**src/rtl/beta_pkg.sv**
```systemverilog
// Shared types and constants for the Beta multi-cycle control path:
// sequencer states, PC-select codes, ALU functions and control-word field positions.
package beta_pkg;

    typedef enum logic [1:0] {
        ST_RST,
        ST_FETCH,
        ST_EXEC,
        ST_MEM
    } state_t;

    localparam logic [2:0] PCSEL_INC    = 3'd0;
    localparam logic [2:0] PCSEL_BRANCH = 3'd1;
    localparam logic [2:0] PCSEL_JMP    = 3'd2;
    localparam logic [2:0] PCSEL_ILLOP  = 3'd3;
    localparam logic [2:0] PCSEL_XADR   = 3'd4;
    localparam logic [2:0] PCSEL_RESET  = 3'd5;

    localparam logic [3:0] ALUFN_ADD   = 4'h0;
    localparam logic [3:0] ALUFN_SUB   = 4'h1;
    localparam logic [3:0] ALUFN_MUL   = 4'h2;
    localparam logic [3:0] ALUFN_CMPEQ = 4'h5;
    localparam logic [3:0] ALUFN_CMPLT = 4'h6;
    localparam logic [3:0] ALUFN_CMPLE = 4'h7;
    localparam logic [3:0] ALUFN_AND   = 4'h8;
    localparam logic [3:0] ALUFN_OR    = 4'h9;
    localparam logic [3:0] ALUFN_XOR   = 4'hA;
    localparam logic [3:0] ALUFN_XNOR  = 4'hB;
    localparam logic [3:0] ALUFN_SHL   = 4'hC;
    localparam logic [3:0] ALUFN_SHR   = 4'hD;
    localparam logic [3:0] ALUFN_SRA   = 4'hE;
    localparam logic [3:0] ALUFN_A     = 4'hF;

    // ctl_word layout: {wdsel[1:0], pcsel[1:0], mwr, moe, werf, alufn[3:0]}
    localparam int unsigned CTL_WDSEL_HI = 10;
    localparam int unsigned CTL_WDSEL_LO = 9;
    localparam int unsigned CTL_PCSEL_HI = 8;
    localparam int unsigned CTL_PCSEL_LO = 7;
    localparam int unsigned CTL_MWR      = 6;
    localparam int unsigned CTL_MOE      = 5;
    localparam int unsigned CTL_WERF     = 4;
    localparam int unsigned CTL_ALUFN_HI = 3;
    localparam int unsigned CTL_ALUFN_LO = 0;

    localparam logic [1:0] WDSEL_PC4 = 2'd0;
    localparam logic [4:0] XP_REG    = 5'd30;

endpackage

```
**src/rtl/beta_sequencer.sv**
```systemverilog
// Multi-cycle Beta sequencer: fetch/execute/memory phasing with ready stalls,
// illegal-opcode and interrupt traps, write-enable gating and retired-instruction count.
module beta_sequencer
    import beta_pkg::*;
#(
    parameter int unsigned INSTRET_W = 32
) (
    input  logic                 clk,
    input  logic                 reset,
    input  logic [10:0]          ctl_word,
    input  logic                 irq,
    input  logic                 supervisor,
    input  logic                 imem_ready,
    input  logic                 dmem_ready,
    output logic                 imem_req,
    output logic                 ir_load,
    output logic                 dmem_req,
    output logic                 dmem_we,
    output logic                 dmem_oe,
    output logic                 rf_we,
    output logic                 wasel,
    output logic [1:0]           wdsel,
    output logic [3:0]           alufn,
    output logic [2:0]           pcsel,
    output logic                 pc_load,
    output logic                 irq_ack,
    output logic [INSTRET_W-1:0] instret
);

    state_t     state;
    state_t     nextState;
    logic       retire;

    logic [1:0] ctlWdsel;
    logic [1:0] ctlPcsel;
    logic       ctlMwr;
    logic       ctlMoe;
    logic       ctlWerf;
    logic [3:0] ctlAlufn;
    logic       irqTake;
    logic       illTake;

    assign ctlWdsel = ctl_word[CTL_WDSEL_HI:CTL_WDSEL_LO];
    assign ctlPcsel = ctl_word[CTL_PCSEL_HI:CTL_PCSEL_LO];
    assign ctlMwr   = ctl_word[CTL_MWR];
    assign ctlMoe   = ctl_word[CTL_MOE];
    assign ctlWerf  = ctl_word[CTL_WERF];
    assign ctlAlufn = ctl_word[CTL_ALUFN_HI:CTL_ALUFN_LO];
    assign irqTake  = irq && !supervisor;
    assign illTake  = (ctlPcsel == 2'b11);

    // Outputs are Mealy on the ready handshakes so a zero-wait memory commits in its request cycle.
    always_comb begin
        nextState = state;
        retire    = 1'b0;
        imem_req  = 1'b0;
        ir_load   = 1'b0;
        dmem_req  = 1'b0;
        dmem_we   = 1'b0;
        dmem_oe   = 1'b0;
        rf_we     = 1'b0;
        wasel     = 1'b0;
        wdsel     = ctlWdsel;
        alufn     = ctlAlufn;
        pcsel     = PCSEL_INC;
        pc_load   = 1'b0;
        irq_ack   = 1'b0;

        case (state)
            ST_RST: begin
                pcsel     = PCSEL_RESET;
                pc_load   = 1'b1;
                nextState = ST_FETCH;
            end
            ST_FETCH: begin
                imem_req = 1'b1;
                if (imem_ready) begin
                    ir_load   = 1'b1;
                    nextState = ST_EXEC;
                end
            end
            ST_EXEC: begin
                if (irqTake || illTake) begin
                    rf_we     = 1'b1;
                    wasel     = 1'b1;
                    wdsel     = WDSEL_PC4;
                    pcsel     = irqTake ? PCSEL_XADR : PCSEL_ILLOP;
                    pc_load   = 1'b1;
                    irq_ack   = irqTake;
                    nextState = ST_FETCH;
                end else if (ctlMwr || ctlMoe) begin
                    nextState = ST_MEM;
                end else begin
                    rf_we     = ctlWerf;
                    pcsel     = {1'b0, ctlPcsel};
                    pc_load   = 1'b1;
                    retire    = 1'b1;
                    nextState = ST_FETCH;
                end
            end
            ST_MEM: begin
                dmem_req = 1'b1;
                dmem_we  = ctlMwr;
                dmem_oe  = ctlMoe;
                if (dmem_ready) begin
                    rf_we     = ctlWerf;
                    pcsel     = PCSEL_INC;
                    pc_load   = 1'b1;
                    retire    = 1'b1;
                    nextState = ST_FETCH;
                end
            end
            default: nextState = ST_RST;
        endcase

        if (reset) begin
            retire   = 1'b0;
            imem_req = 1'b0;
            ir_load  = 1'b0;
            dmem_req = 1'b0;
            dmem_we  = 1'b0;
            dmem_oe  = 1'b0;
            rf_we    = 1'b0;
            wasel    = 1'b0;
            wdsel    = '0;
            alufn    = '0;
            pcsel    = '0;
            pc_load  = 1'b0;
            irq_ack  = 1'b0;
        end
    end

    always_ff @(posedge clk) begin
        if (reset) begin
            state   <= ST_RST;
            instret <= '0;
        end else begin
            state <= nextState;
            if (retire) begin
                instret <= instret + {{(INSTRET_W-1){1'b0}}, 1'b1};
            end
        end
    end

endmodule

```
**config.mk**
```make
export PLATFORM = sky130hd
export DESIGN_NAME = beta_sequencer
export DESIGN_NICKNAME = d
export VERILOG_FILES = /design/src/rtl/beta_pkg.sv /design/src/rtl/beta_sequencer.sv
export SDC_FILE = /design/constraint.sdc
export NUM_CORES = 1
export LEC_CHECK = 0
export CAP_MARGIN = 40
export CORE_AREA = 2 2 98 90
export DETAILED_ROUTE_END_ITERATION = 6
export DIE_AREA = 0 0 100 92
export PLACE_DENSITY_LB_ADDON = 0.15
export SYNTH_ARGS = -nofsm -noshare
export SYNTH_HDL_FRONTEND = slang
export SYNTH_SLANG_ARGS = --single-unit
```
**constraint.sdc**
```tcl
create_clock -name clk -period 3 [get_ports clk]
set_input_delay 0.6 -clock clk [delete_from_list [all_inputs] [get_ports clk]]
set_output_delay 0.6 -clock clk [all_outputs]
set_load 0.03 [all_outputs]
```
==> run metrics <==
status finished, final reports clean; root buf cell clkbuf_8; Least-Margin Pin Slew 569 ps; vias per cell 4.78; sequential fraction of the synthesis area 0.340; Clock H-tree levels 2; Post-synth EDFFs 0; fin nets 344; CTS-repair resized insts 1; RD Place Congestion 0.737; top cell type's share of synthesized area 0.340; CTS tree built; Final Setup Violations 0; Min-Delay Path Class flip-flop to flip-flop; Seq pwr share 0.415; crit start category primary input; total track usage 0.131; cell area after synthesis 2000 sq um; placeable core area 8330 sq um; critical path required time 2400 ps; ANT cells 0; Initial Util 0.240; DR pass1 iterations 4; Post-CTS Repair Setup Buffers 0; placed wire-length estimate 4480 microns; drt drc 0; largest cells by area after synthesis dfxtp_1, xnor2_1, nor2_1; NetSw 257 uW; Worst VDD drop 0.217 mV; Final period util 0.942; placed cell area 2790 sq um; Die X 100 microns; die area 9200 sq um; post-synth top area cell dfxtp_1; CP peak stage delay 420 ps; TritonCTS Buffers 5; worst r2r dst instret[29]; Clock Skew 8.12 ps; internal power 844 uW; share of synthesized registers carrying an async set or reset 0; Clock Latency Late Sink 290 ps; initial antenna violation count 0; switch share 0.233; setup ws final 174 ps; Top Ports 67; Design Area, Final 2920 sq um; FF-to-FF Start state[1]; largest net degree at the start of global routing 28; Gate Count Post-Synth 250; ys flop type dfxtp_1; initial drt markers 102; row count 32; synth warn 0; RSZ-0062 raised after global routing false; Synth cell types 46; critical-path cell list clkdlybuf4s50_1 -> and2_0 -> or2_2 -> a21o_1 -> a32oi_1 -> nor2_1 -> dlygate4sd2_1; max_cap viols 0; Worst Path Arrival 2230 ps; via count 2032; Critical Path Fanout Max 3; Static Leak 0.00101 uW; Max Clk Rate 0.354 GHz; Critical Path Sink Type primary output; WL final 5950 microns; grt total ovfl 0; Max Slew Vio Count 0; vias in the first global route 1890; Critical Path End rf_we; clock sink count 34; register bit total from synthesis 34; post-route ant nets 0; Die Y-Extent 92 microns; r2r setup slk 490 ps; post-layout util 0.351; worst setup path class primary input to primary output; Clk network pwr share 0.469; combinational fraction of design power 0.116; # port buffers 66; Fin. Hold Viols 0; Worst-path clk slew 80 ps; Worst slew margin 0.617; area grow syn2layout 46.2%; Reg2Reg Depth 7; CTS Buffer Depth 2; drt wl/cell 14.0 microns; PwrDens 376 nW/um^2; Hold Buf Count CTS 0; first-pass GRT wire length 9730 microns; Slowest cell on crit path clkdlybuf4s50_1; Synth Area per Inst 8.00 sq um; Worst Setup SP dmem_ready; pre-CTS WS -62.7 ps; Period minus WS final 2830 ps; overall power 1100 uW; Post-Syn Nets 272; layout cells sized above 1 0.139
## critical path: cells and delay by family
kind                   cells  cell delay, ps
and+or+nand+nor            3             530
buffers and inverters      2             770
AOI/OAI and AO/OA          2             320
## per-layer routing
metal	vias up	wire length, microns	track usage
met5	-	0	0
met4	0	41	0.0308
met3	2	175	0.0290
met2	31	2640	0.193
met1	965	3090	0.193
li1	1034	-	-
## how the worst min path moves through the flow
stage / cells after the start / end / startpoint / slack [ps]
2_1_floorplan: 2 / state[0] / state[0] / 480
3_3_place_gp: 2 / instret[31] / instret[31] / 470
3_5_place_dp: 2 / instret[31] / instret[31] / 470
4_1_cts: 2 / instret[31] / instret[31] / 490
5_1_grt: 2 / instret[31] / instret[31] / 520
6_report: 2 / instret[31] / instret[31] / 480
## flip-flops by register name, summed over array words and instances, names as in the netlist
| signal | cells |
|---|---|
| state | 2 |
| instret | 32 |
## cell usage in the layout, fill, tap and decap left out, drive strengths merged, types with 3 or more instances in the layout
| cell | count |
|---|---|
| nand4 | 10 |
| o31ai | 3 |
| and4 | 5 |
| or3 | 8 |
| inv | 7 |
| nor4 | 12 |
| nor2 | 29 |
| nor3 | 7 |
| nor2b | 10 |
| ha | 5 |
| dfxtp | 34 |
| xnor2 | 18 |
| o21ai | 11 |
| nand3 | 6 |
| and3 | 6 |
| buf | 25 |
| a21oi | 17 |
| nor3b | 3 |
| nand2b | 3 |
| clkbuf | 5 |
| and2 | 9 |
| clkdlybuf4s50 | 51 |
| nand2 | 12 |
| or4 | 5 |
## cell type report
| class | count | area [sq um] |
|---|---|---|
| Sequential cell | 34 | 681 |
| Multi-Input combinational cell | 197 | 1240 |
| Timing Repair Buffer | 77 | 707 |
| Inverter | 7 | 26.3 |
| Tap cell | 102 | 128 |
| Clock inverter | 3 | 68.8 |
| Fill cell | 877 | 5400 |
| Clock buffer | 5 | 68.8 |
## power by group through the flow
stage	sequential, uW	combinational, uW	clock (uW)
after floorplan	467	66.7	0
after global placement	467	129	0
after detailed placement	468	129	0
after CTS	457	129	529
after global routing	457	138	547
final	457	128	516
## logic make-up after synthesis
family,synth area share
simple gates,0.378
compound gates,0.114
fa+ha+maj,0.0313
buf+inv,0.0375
xor+xnor,0.0832
mux,0.0163
flops,0.340
## cells in the mapped netlist, types with 2 or more instances
library cell and instances:
and4_1 5, nor3b_1 2, or3_1 5, o21ai_0 11, nand2b_1 3, or4_1 4, and2_1 8, nand2_1 12
nor2_1 28, or2_2 2, clkbuf_1 8, nor3_1 7, o31ai_1 3, nor2b_1 10, o211ai_1 2, xnor2_1 18
nand4_1 10, a21oi_1 17, dfxtp_1 34, or3_2 3, buf_2 2, nor4_1 12, mux2_2 2, ha_1 5
nand3_1 5, and3_1 6, inv_1 7
## per-stage QoR
step / hold WS (ps) / setup TNS [ps] / instances
after floorplan: 484 / 0 / 250
after global placement: 467 / -48.4 / 417
after detailed placement: 475 / -62.7 / 417
after CTS: 485 / 0 / 425
after global routing: 520 / 0 / 425
final: 481 / 0 / 425
No activity file was read; power rests on OpenSTA's default activity.
